<file path="src/rtl/count_pwm_gen_if.sv">
// Signal bundle between the counter/duty source and the PWM generator.
// The master drives the count and duty strobes; the slave returns PWM and status.
interface count_pwm_gen_if #(
   parameter int unsigned WIDTH = 4
);
   logic [WIDTH-1:0] count_in;
   logic [WIDTH-1:0] duty_in;
   logic             duty_load;
   logic             pwm_out;
   logic             period_done;
   logic [WIDTH-1:0] duty_active;
   logic             pending;
   logic             stall;
   logic [1:0]       state;

   modport master (
      output count_in, duty_in, duty_load,
      input  pwm_out, period_done, duty_active, pending, stall, state
   );

   modport slave (
      input  count_in, duty_in, duty_load,
      output pwm_out, period_done, duty_active, pending, stall, state
   );
endinterface

</file>
<file path="src/rtl/count_pwm_gen.sv">
// PWM generator driven by a free-running up-counter, with a double-buffered duty
// register that updates at the counter wrap, a wrap strobe and a stall detector.
module count_pwm_gen #(
   parameter int unsigned WIDTH     = 4,
   parameter int unsigned STALL_CYC = 16
) (
   input logic            clk,
   input logic            reset,
   count_pwm_gen_if.slave bus_io
);
   localparam int unsigned StallW = (STALL_CYC > 2) ? $clog2(STALL_CYC) : 1;
   localparam logic [StallW-1:0] StallMax = StallW'(STALL_CYC - 1);
   localparam logic [WIDTH-1:0] CountMax = '1;

   typedef enum logic [1:0] {
      StIdle  = 2'd0,
      StArmed = 2'd1,
      StRun   = 2'd2
   } state_e;

   state_e            state_q, state_d;
   logic [WIDTH-1:0]  prev_count_q;
   logic [WIDTH-1:0]  duty_active_q, duty_active_d;
   logic [WIDTH-1:0]  pending_duty_q, pending_duty_d;
   logic              pending_q, pending_d;
   logic [StallW-1:0] stall_cnt_q, stall_cnt_d;
   logic              stall_q, stall_d;
   logic              pwm_q, pwm_d;
   logic              period_done_q;
   logic              same;
   logic              wrap;

   assign same = (bus_io.count_in == prev_count_q);
   assign wrap = (prev_count_q == CountMax) && (bus_io.count_in == '0);

   // Saturating run-length of identical samples; stall when the held value
   // has been seen STALL_CYC times in a row.
   always_comb begin
      stall_cnt_d = '0;
      if (same) begin
         stall_cnt_d = (stall_cnt_q == StallMax) ? StallMax : stall_cnt_q + StallW'(1);
      end
      stall_d = same && (stall_cnt_d == StallMax);
   end

   // A load coinciding with a wrap bypasses the pending buffer so the newest
   // value is the one applied to count 0 of the new period.
   always_comb begin
      duty_active_d  = duty_active_q;
      pending_duty_d = pending_duty_q;
      pending_d      = pending_q;
      if (bus_io.duty_load && wrap) begin
         duty_active_d = bus_io.duty_in;
         pending_d     = 1'b0;
      end else if (bus_io.duty_load) begin
         pending_duty_d = bus_io.duty_in;
         pending_d      = 1'b1;
      end else if (wrap && pending_q) begin
         duty_active_d = pending_duty_q;
         pending_d     = 1'b0;
      end
   end

   always_comb begin
      state_d = state_q;
      unique case (state_q)
         StIdle:  if (bus_io.duty_load) state_d = StArmed;
         StArmed: if (wrap)             state_d = StRun;
         StRun:   if (stall_d)          state_d = StArmed;
         default:                       state_d = StIdle;
      endcase
      pwm_d = (state_d == StRun) && (bus_io.count_in < duty_active_d) && !stall_d;
   end

   always_ff @(posedge clk or negedge reset) begin
      if (!reset) begin
         state_q        <= StIdle;
         prev_count_q   <= '0;
         duty_active_q  <= '0;
         pending_duty_q <= '0;
         pending_q      <= 1'b0;
         stall_cnt_q    <= '0;
         stall_q        <= 1'b0;
         pwm_q          <= 1'b0;
         period_done_q  <= 1'b0;
      end else begin
         state_q        <= state_d;
         prev_count_q   <= bus_io.count_in;
         duty_active_q  <= duty_active_d;
         pending_duty_q <= pending_duty_d;
         pending_q      <= pending_d;
         stall_cnt_q    <= stall_cnt_d;
         stall_q        <= stall_d;
         pwm_q          <= pwm_d;
         period_done_q  <= wrap;
      end
   end

   assign bus_io.pwm_out     = pwm_q;
   assign bus_io.period_done = period_done_q;
   assign bus_io.duty_active = duty_active_q;
   assign bus_io.pending     = pending_q;
   assign bus_io.stall       = stall_q;
   assign bus_io.state       = state_q;
endmodule
</file>
<file path="src/flat_wrapper.sv">
// flat-port wrapper written by rule: the top's interface ports become plain ports
module count_pwm_gen_flat 
#(
   parameter int unsigned WIDTH     = 4,
   parameter int unsigned STALL_CYC = 16
)
  (clk, reset, bus_io_count_in, bus_io_duty_in, bus_io_duty_load, bus_io_pwm_out, bus_io_period_done, bus_io_duty_active, bus_io_pending, bus_io_stall, bus_io_state);
  count_pwm_gen_if #(.WIDTH(WIDTH)) bus_io_i ();
  input logic clk;
  input logic reset;
  input wire logic [$bits(bus_io_i.count_in)-1:0] bus_io_count_in;
  input wire logic [$bits(bus_io_i.duty_in)-1:0] bus_io_duty_in;
  input wire logic [$bits(bus_io_i.duty_load)-1:0] bus_io_duty_load;
  output wire logic [$bits(bus_io_i.pwm_out)-1:0] bus_io_pwm_out;
  output wire logic [$bits(bus_io_i.period_done)-1:0] bus_io_period_done;
  output wire logic [$bits(bus_io_i.duty_active)-1:0] bus_io_duty_active;
  output wire logic [$bits(bus_io_i.pending)-1:0] bus_io_pending;
  output wire logic [$bits(bus_io_i.stall)-1:0] bus_io_stall;
  output wire logic [$bits(bus_io_i.state)-1:0] bus_io_state;
  assign bus_io_i.count_in = bus_io_count_in;
  assign bus_io_i.duty_in = bus_io_duty_in;
  assign bus_io_i.duty_load = bus_io_duty_load;
  assign bus_io_pwm_out = bus_io_i.pwm_out;
  assign bus_io_period_done = bus_io_i.period_done;
  assign bus_io_duty_active = bus_io_i.duty_active;
  assign bus_io_pending = bus_io_i.pending;
  assign bus_io_stall = bus_io_i.stall;
  assign bus_io_state = bus_io_i.state;
  count_pwm_gen #(.WIDTH(WIDTH), .STALL_CYC(STALL_CYC)) u_core (.clk(clk), .reset(reset), .bus_io(bus_io_i));
endmodule
</file>
<file path="config.mk">
export PLATFORM = sky130hd
export DESIGN_NAME = count_pwm_gen_flat
export DESIGN_NICKNAME = d
export VERILOG_FILES = /design/src/rtl/count_pwm_gen_if.sv /design/src/rtl/count_pwm_gen.sv /design/src/flat_wrapper.sv
export SDC_FILE = /design/constraint.sdc
export NUM_CORES = 1
export LEC_CHECK = 0
export ABC_AREA = 1
export CAP_MARGIN = 20
export CELL_PAD_IN_SITES_DETAIL_PLACEMENT = 1
export CELL_PAD_IN_SITES_GLOBAL_PLACEMENT = 1
export CORE_ASPECT_RATIO = 1.4
export CORE_UTILIZATION = 30
export CTS_CLUSTER_SIZE = 16
export DETAILED_ROUTE_END_ITERATION = 10
export PLACE_DENSITY = 0.61
export SYNTH_ARGS = -nofsm -noshare
export SYNTH_HDL_FRONTEND = slang
export SYNTH_SLANG_ARGS = --single-unit
</file>
<file path="constraint.sdc">
create_clock -name clk -period 2.4 [get_ports clk]
set_input_delay 0.24 -clock clk [delete_from_list [all_inputs] [get_ports clk]]
set_output_delay 0.24 -clock clk [all_outputs]
set_load 0.05 [all_outputs]
</file>
# [Word level (Yosys, flattened, before mapping)]
# Cells that the tools add are included.
[word_totals] reg_bits=22 ramBits=0 latchBits=0 input_bits=11 romBits=0 mem_count=0 word_cells=42
[classes] n_mul=0 reduce_logical=11 n_lt_le_gt_ge=1 shift=0 mux=12 n_addsub=1 div=0 bitwise=1 n_eq_ne=7
[ops] operator="2-to-1 mux 4 bit" count=5
[ops] operator="== test 4 bit (second input constant)" count=3
[ops] operator="logical AND 1 bit" count=6
[ops] operator="2-to-1 mux 2 bit" count=3
[ops] operator="one-hot mux 2 bit (3 select lines)" count=1
[ops] operator="adder 4 x 1 -> 4 bit (second input constant)" count=1
[ops] operator="== test 2 bit (second input constant)" count=2
[ops] operator="== test 4 bit" count=1
[ops] operator="zero test 4 bit" count=1
[ops] operator="less-than comparator 4 bit" count=1
[ops] operator="2-to-1 mux 1 bit" count=3
[ops] operator="nonzero test 3 bit" count=1
[ops] operator="== test 2 x 1 -> 1 bit (second input constant)" count=1
[ops] operator="zero test 2 bit" count=1
[ops] operator="AND reduction 2 bit" count=1
[ops] operator="zero test 1 bit" count=1
[ops] operator="inverter 1 bit" count=1

# [Depth between registers and ports, before layout]
[logic_depth] ltp_word=10 ltp_mapped=12

# [Worst setup path before layout]
# No wires, ideal clock.
[synth_path] path_type="reg2reg" start="register u_core.pending_q, in the netlist u_core.bus_io.pending" end="register u_core.pwm_q, in the netlist u_core.bus_io.pwm_out" path_stages_with_launch=10 slack_ns=0.540 arrival_time_ns=1.787 period_less_slack_ns=1.860 n_path_buf=0 cell_sequence="dfrtp_1 > inv_1 > nor3_2 > nand2_1 > o211ai_2 > inv_2 > ha_1 > a21oi_1 > o211ai_1 > a21oi_2"
[synth_via] elab_chain_len=7
[synth_rtl] item="start, declared" line_no="count_pwm_gen.sv:25" rtl="logic pending_q, pending_d;"
[synth_rtl] item="start signal, assigned" line_no="count_pwm_gen.sv:91" rtl="pending_q <= pending_d;"
[synth_rtl] item="logical AND 1 bit" line_no="count_pwm_gen.sv:58" rtl="end else if (wrap && pending_q) begin"
[synth_rtl] item="2-to-1 mux 4 bit" line_no="count_pwm_gen.sv:58"
[synth_rtl] item="2-to-1 mux 4 bit" line_no="count_pwm_gen.sv:55" rtl="end else if (bus_io.duty_load) begin"
[synth_rtl] item="2-to-1 mux 4 bit" line_no="count_pwm_gen.sv:52" rtl="if (bus_io.duty_load && wrap) begin"
[synth_rtl] item="named net u_core.duty_active_d[3]" line_no="count_pwm_gen.sv:23" rtl="logic [WIDTH-1:0] duty_active_q, duty_active_d;"
[synth_rtl] item="less-than comparator 4 bit" line_no="count_pwm_gen.sv:72" rtl="pwm_d = (state_d == StRun) && (bus_io.count_in < duty_active_d) && !stall_d;"
[synth_rtl] item="logical AND 1 bit (2 in a row)" line_no="count_pwm_gen.sv:72"
[synth_rtl] item="named net u_core.pwm_d" line_no="count_pwm_gen.sv:28" rtl="logic pwm_q, pwm_d;"
[synth_rtl] item="end signal, assigned" line_no="count_pwm_gen.sv:94" rtl="pwm_q <= pwm_d;"
[synth_rtl] item="end, declared" line_no="count_pwm_gen.sv:28"
# The timed path passes the listed nets, and every way through them passes these cells.
# A chain may end at the register's enable or synchronous reset.

# [Final worst setup path]
[layout_path] start="input bus_io_count_in[1]" end="register u_core.pwm_q, in the netlist u_core.bus_io.pwm_out"
[layout_via] elab_chain_len=9
[layout_rtl] item="start, declared" line_no="flat_wrapper.sv:11" rtl="input wire logic [$bits(bus_io_i.count_in)-1:0] bus_io_count_in;"
[layout_rtl] item="zero test 4 bit *" line_no="count_pwm_gen.sv:34" rtl="assign wrap = (prev_count_q == CountMax) && (bus_io.count_in == '0);"
[layout_rtl] item="logical AND 1 bit *" line_no="count_pwm_gen.sv:34"
[layout_rtl] item="logical AND 1 bit" line_no="count_pwm_gen.sv:58"
[layout_rtl] item="2-to-1 mux 4 bit" line_no="count_pwm_gen.sv:58"
[layout_rtl] item="2-to-1 mux 4 bit" line_no="count_pwm_gen.sv:55"
[layout_rtl] item="2-to-1 mux 4 bit *" line_no="count_pwm_gen.sv:52"
[layout_rtl] item="named net u_core.duty_active_d[3]" line_no="count_pwm_gen.sv:23"
[layout_rtl] item="less-than comparator 4 bit *" line_no="count_pwm_gen.sv:72"
[layout_rtl] item="logical AND 1 bit * (2 in a row)" line_no="count_pwm_gen.sv:72"
[layout_rtl] item="named net u_core.pwm_d" line_no="count_pwm_gen.sv:28"
# Mark *: on every way through the listed nets, which the timed path passes. The rest lies on a longest branch.

==> impl_metrics.yaml <==
status:
  status: "complete, no violations"
route:
  first_iter_violations: 9
  detail-route-antenna-nets: 0
  drc: 0
  vias: 940
  drt_first_pass_iters: 2
  wl_per_cell_um: 12.82
  drt_wl_total_um: 2576
  viasPerCell: 4.677
power:
  combPwrFrac_pct: 17.0
  power_frac_clock_pct: 33.4
  powerDensity_nw_per_um2: 533.0
  swShare_pct: 26.96
  power.share.sequential_pct: 49.7
  power.leakage_uw: 0.0007654
  ir_drop_mv: 0.2925
  p_int_uw: 588.0
  p_sw_uw: 217.0
  p_total_uw: 805.0
clock_tree:
  cts_buffer_depth: 2
  postCtsResizedCells: 0
  cts_tree: "built"
  cts_root_buffer: "clkbuf_8"
  cts_buffers: 3
  path_clk_slew_ps: 80
  cts_setup_buffers: 0
  cts_max_level: 1
  cts_hold_buf: 0
  cts_sinks: 22
  insertion_delay_ps: 260
worst_hold_path:
  hp-class: "input port to asynchronous set/reset pin"
final_layout:
  fin_cells: 201
  fin_area_um2: 1510
  area_growth_syn_to_layout_pct: 28.82
  finalNetCount: 175
  fillers: 454
  n_antenna_cell: 0
  drive_gt1_share_pct: 23.27
place:
  postPlaceCellArea_um2: 1455
  numPortBuffers: 20
  dp_hpwl_um: 2147
  dp_cells: 197
  gp_congestion: 0.8794
worst_setup_path:
  worst_setup_path_start_kind: "input port"
  worst-setup-path-type: "input port to register"
  crit_path_cell_trace: "clkdlybuf4s50_1 > inv_2 > nand2_1 > nor2_4 > nand2_4 > nor3_2 > nand2_1 > o211ai_2 > inv_2 > ha_1 > a21oi_1 > o211ai_1 > a21oi_2"
  r2r-end: "u_core.bus_io.pwm_out"
  slowest_stage: "clkdlybuf4s50_1"
  reg2reg_from: "u_core.prev_count_q[1]"
  critical_path_arrival_ps: 2180
  r2r_cells: 11
  r2r_slack_ps: 500
  critPathMaxStageDelay_ps: 480
  cp-end-kind: "register"
  critPathRequiredTime_ps: 2590
  crit_fanout: 6
sta:
  fmax_mhz: 504.6
  worst_pin_slew_ps: 498.9
  slew_headroom_pct: 66.64
  hold_viol: 0
  period_minus_slack_ps: 1982
  tns_ps: 0
  maxSlewViolCount: 0
  setup_viol: 0
  finalCritPeriodShare_pct: 82.57
  skew_ps: 2.937
  rsz0062_at_grt: "false"
floorplan:
  top_level_ports: 21
  core_area_um2: 3709
  die_area_um2: 4166
  fp-row-count: 26
  initial_utilization_pct: 31.61
  die_w_um: 54.84
  die_h_um: 75.97
logic_synthesis:
  ys_seq_area_share_pct: 46.96
  synth_nets: 146
  syn_area_um2: 1172
  synth_common_cells: "nand2_1, dfrtp_1, inv_1"
  syn_inst: 131
  ys.flop_type: "dfrtp_1"
  ys_types: 24
  async_flop_share_pct: 100.0
  synth.most_common_cell: "nand2_1"
  ys_top_cells_by_area: "dfrtp_1, nand2_1, inv_1"
  synth-seq-cells: 22
  ys_warn_count: 0
  synth_edf_count: 0
  syn_avg_cell_area_um2: 8.949
  synth_area_leader_cell: "dfrtp_1"
  synth.top_cell.area_share_pct: 46.96
grt:
  grt-ovfl-total: 0
  grt_pass1_vias: 1000
  grt_pass1_wl_um: 4360
  antenna_found_initial: 0
  gr-usage-all-layers_pct: 14.10
  grt_max_degree: 23
flow_run:
  drv_cap: 0
sequential cells by signal (all words and copies together) (netlist names):
register                   count
u_core.bus_io.pending          1
u_core.pending_duty_q          4
u_core.stall_cnt_q             4
u_core.bus_io.state            2
u_core.bus_io.period_done      1
u_core.prev_count_q            4
u_core.bus_io.pwm_out          1
u_core.bus_io.stall            1
u_core.bus_io.duty_active      4
how the worst max path moves through the flow:
stage	startpoint	to	slack, ps	cells after the start
global route	bus_io_count_in[0]	u_core.bus_io.pwm_out	290	13
detailed placement	bus_io_count_in[1]	u_core.bus_io.pwm_out	120	13
global placement	bus_io_count_in[1]	u_core.bus_io.pwm_out	260	13
floorplan	u_core.bus_io.pending	u_core.bus_io.pwm_out	540	9
CTS	bus_io_count_in[1]	u_core.bus_io.pwm_out	400	13
finish	bus_io_count_in[1]	u_core.bus_io.pwm_out	420	13
power by group through the flow:
stage               logic [uW]  clock network (uW)  registers [uW]
finish                     136                 269             400
global placement           136                   0             407
CTS                        140                 277             400
floorplan                 55.8                   0             428
detailed placement         139                   0             407
global route               152                 287             403
critical path, delay by kind of cell:
kind                       cells  cell delay, ps
and+or+nand+nor                5             570
buffers and inverters          3             600
AOI/OAI and AO/OA              4             490
adders and majority gates      1             280
area by class of cell:
class                   instances  area [um2]  area share, %
repair buffers                 24       230.2          15.24
multi-input cells              82       520.5          34.47
clock buffers                   4       55.05          3.645
inverters                      27       101.3          6.711
well taps                      42       52.55          3.480
flip-flops and latches         22       550.5          36.45
cell usage in the layout (no fill, tap or decap), types with 3 or more instances in the layout:
| cell type | count |
|---|---|
| buf_4 | 4 |
| dfrtp_1 | 22 |
| clkbuf_8 | 4 |
| o211ai_2 | 3 |
| clkdlybuf4s50_1 | 20 |
| nor2_1 | 7 |
| nand2_1 | 28 |
| nand2_2 | 4 |
| o21ai_0 | 6 |
| inv_1 | 18 |
| inv_2 | 9 |
| ha_1 | 4 |
| nand4_1 | 5 |
| a21oi_1 | 5 |
stage by stage:
| stage | worst slack [ps] | utilization [%] | hold WS [ps] |
|---|---|---|---|
| 6_report | 418.2 | 40.72 | 327.5 |
| 5_1_grt | 290.8 | 40.72 | 356.7 |
| 4_1_cts | 396.8 | 40.72 | 337.0 |
| 3_5_place_dp | 122.8 | 39.24 | 486.2 |
| 3_3_place_gp | 257.1 | 39.24 | 470.8 |
| 2_1_floorplan | 540.2 | - | -55.59 |
kinds of logic after synthesis:
family	after synthesis	synth area share (%)
and+or+nand+nor	57	27.21
adders and majority gates	4	4.269
AOI/OAI and AO/OA	19	11.42
buffers and inverters	27	8.644
DFF	22	46.96
xor gates and xnor gates	2	1.494
per-layer routing:
| layer | global-route usage, % | part of all wire (%) |
|---|---|---|
| met1 | 15.80 | 41 |
| met2 | 25.42 | 56 |
| met3 | 1.807 | 2.1 |
| met4 | 4.615 | 0.89 |
| met5 | 0 | 0 |
Power figures use the tool's default switching activity.
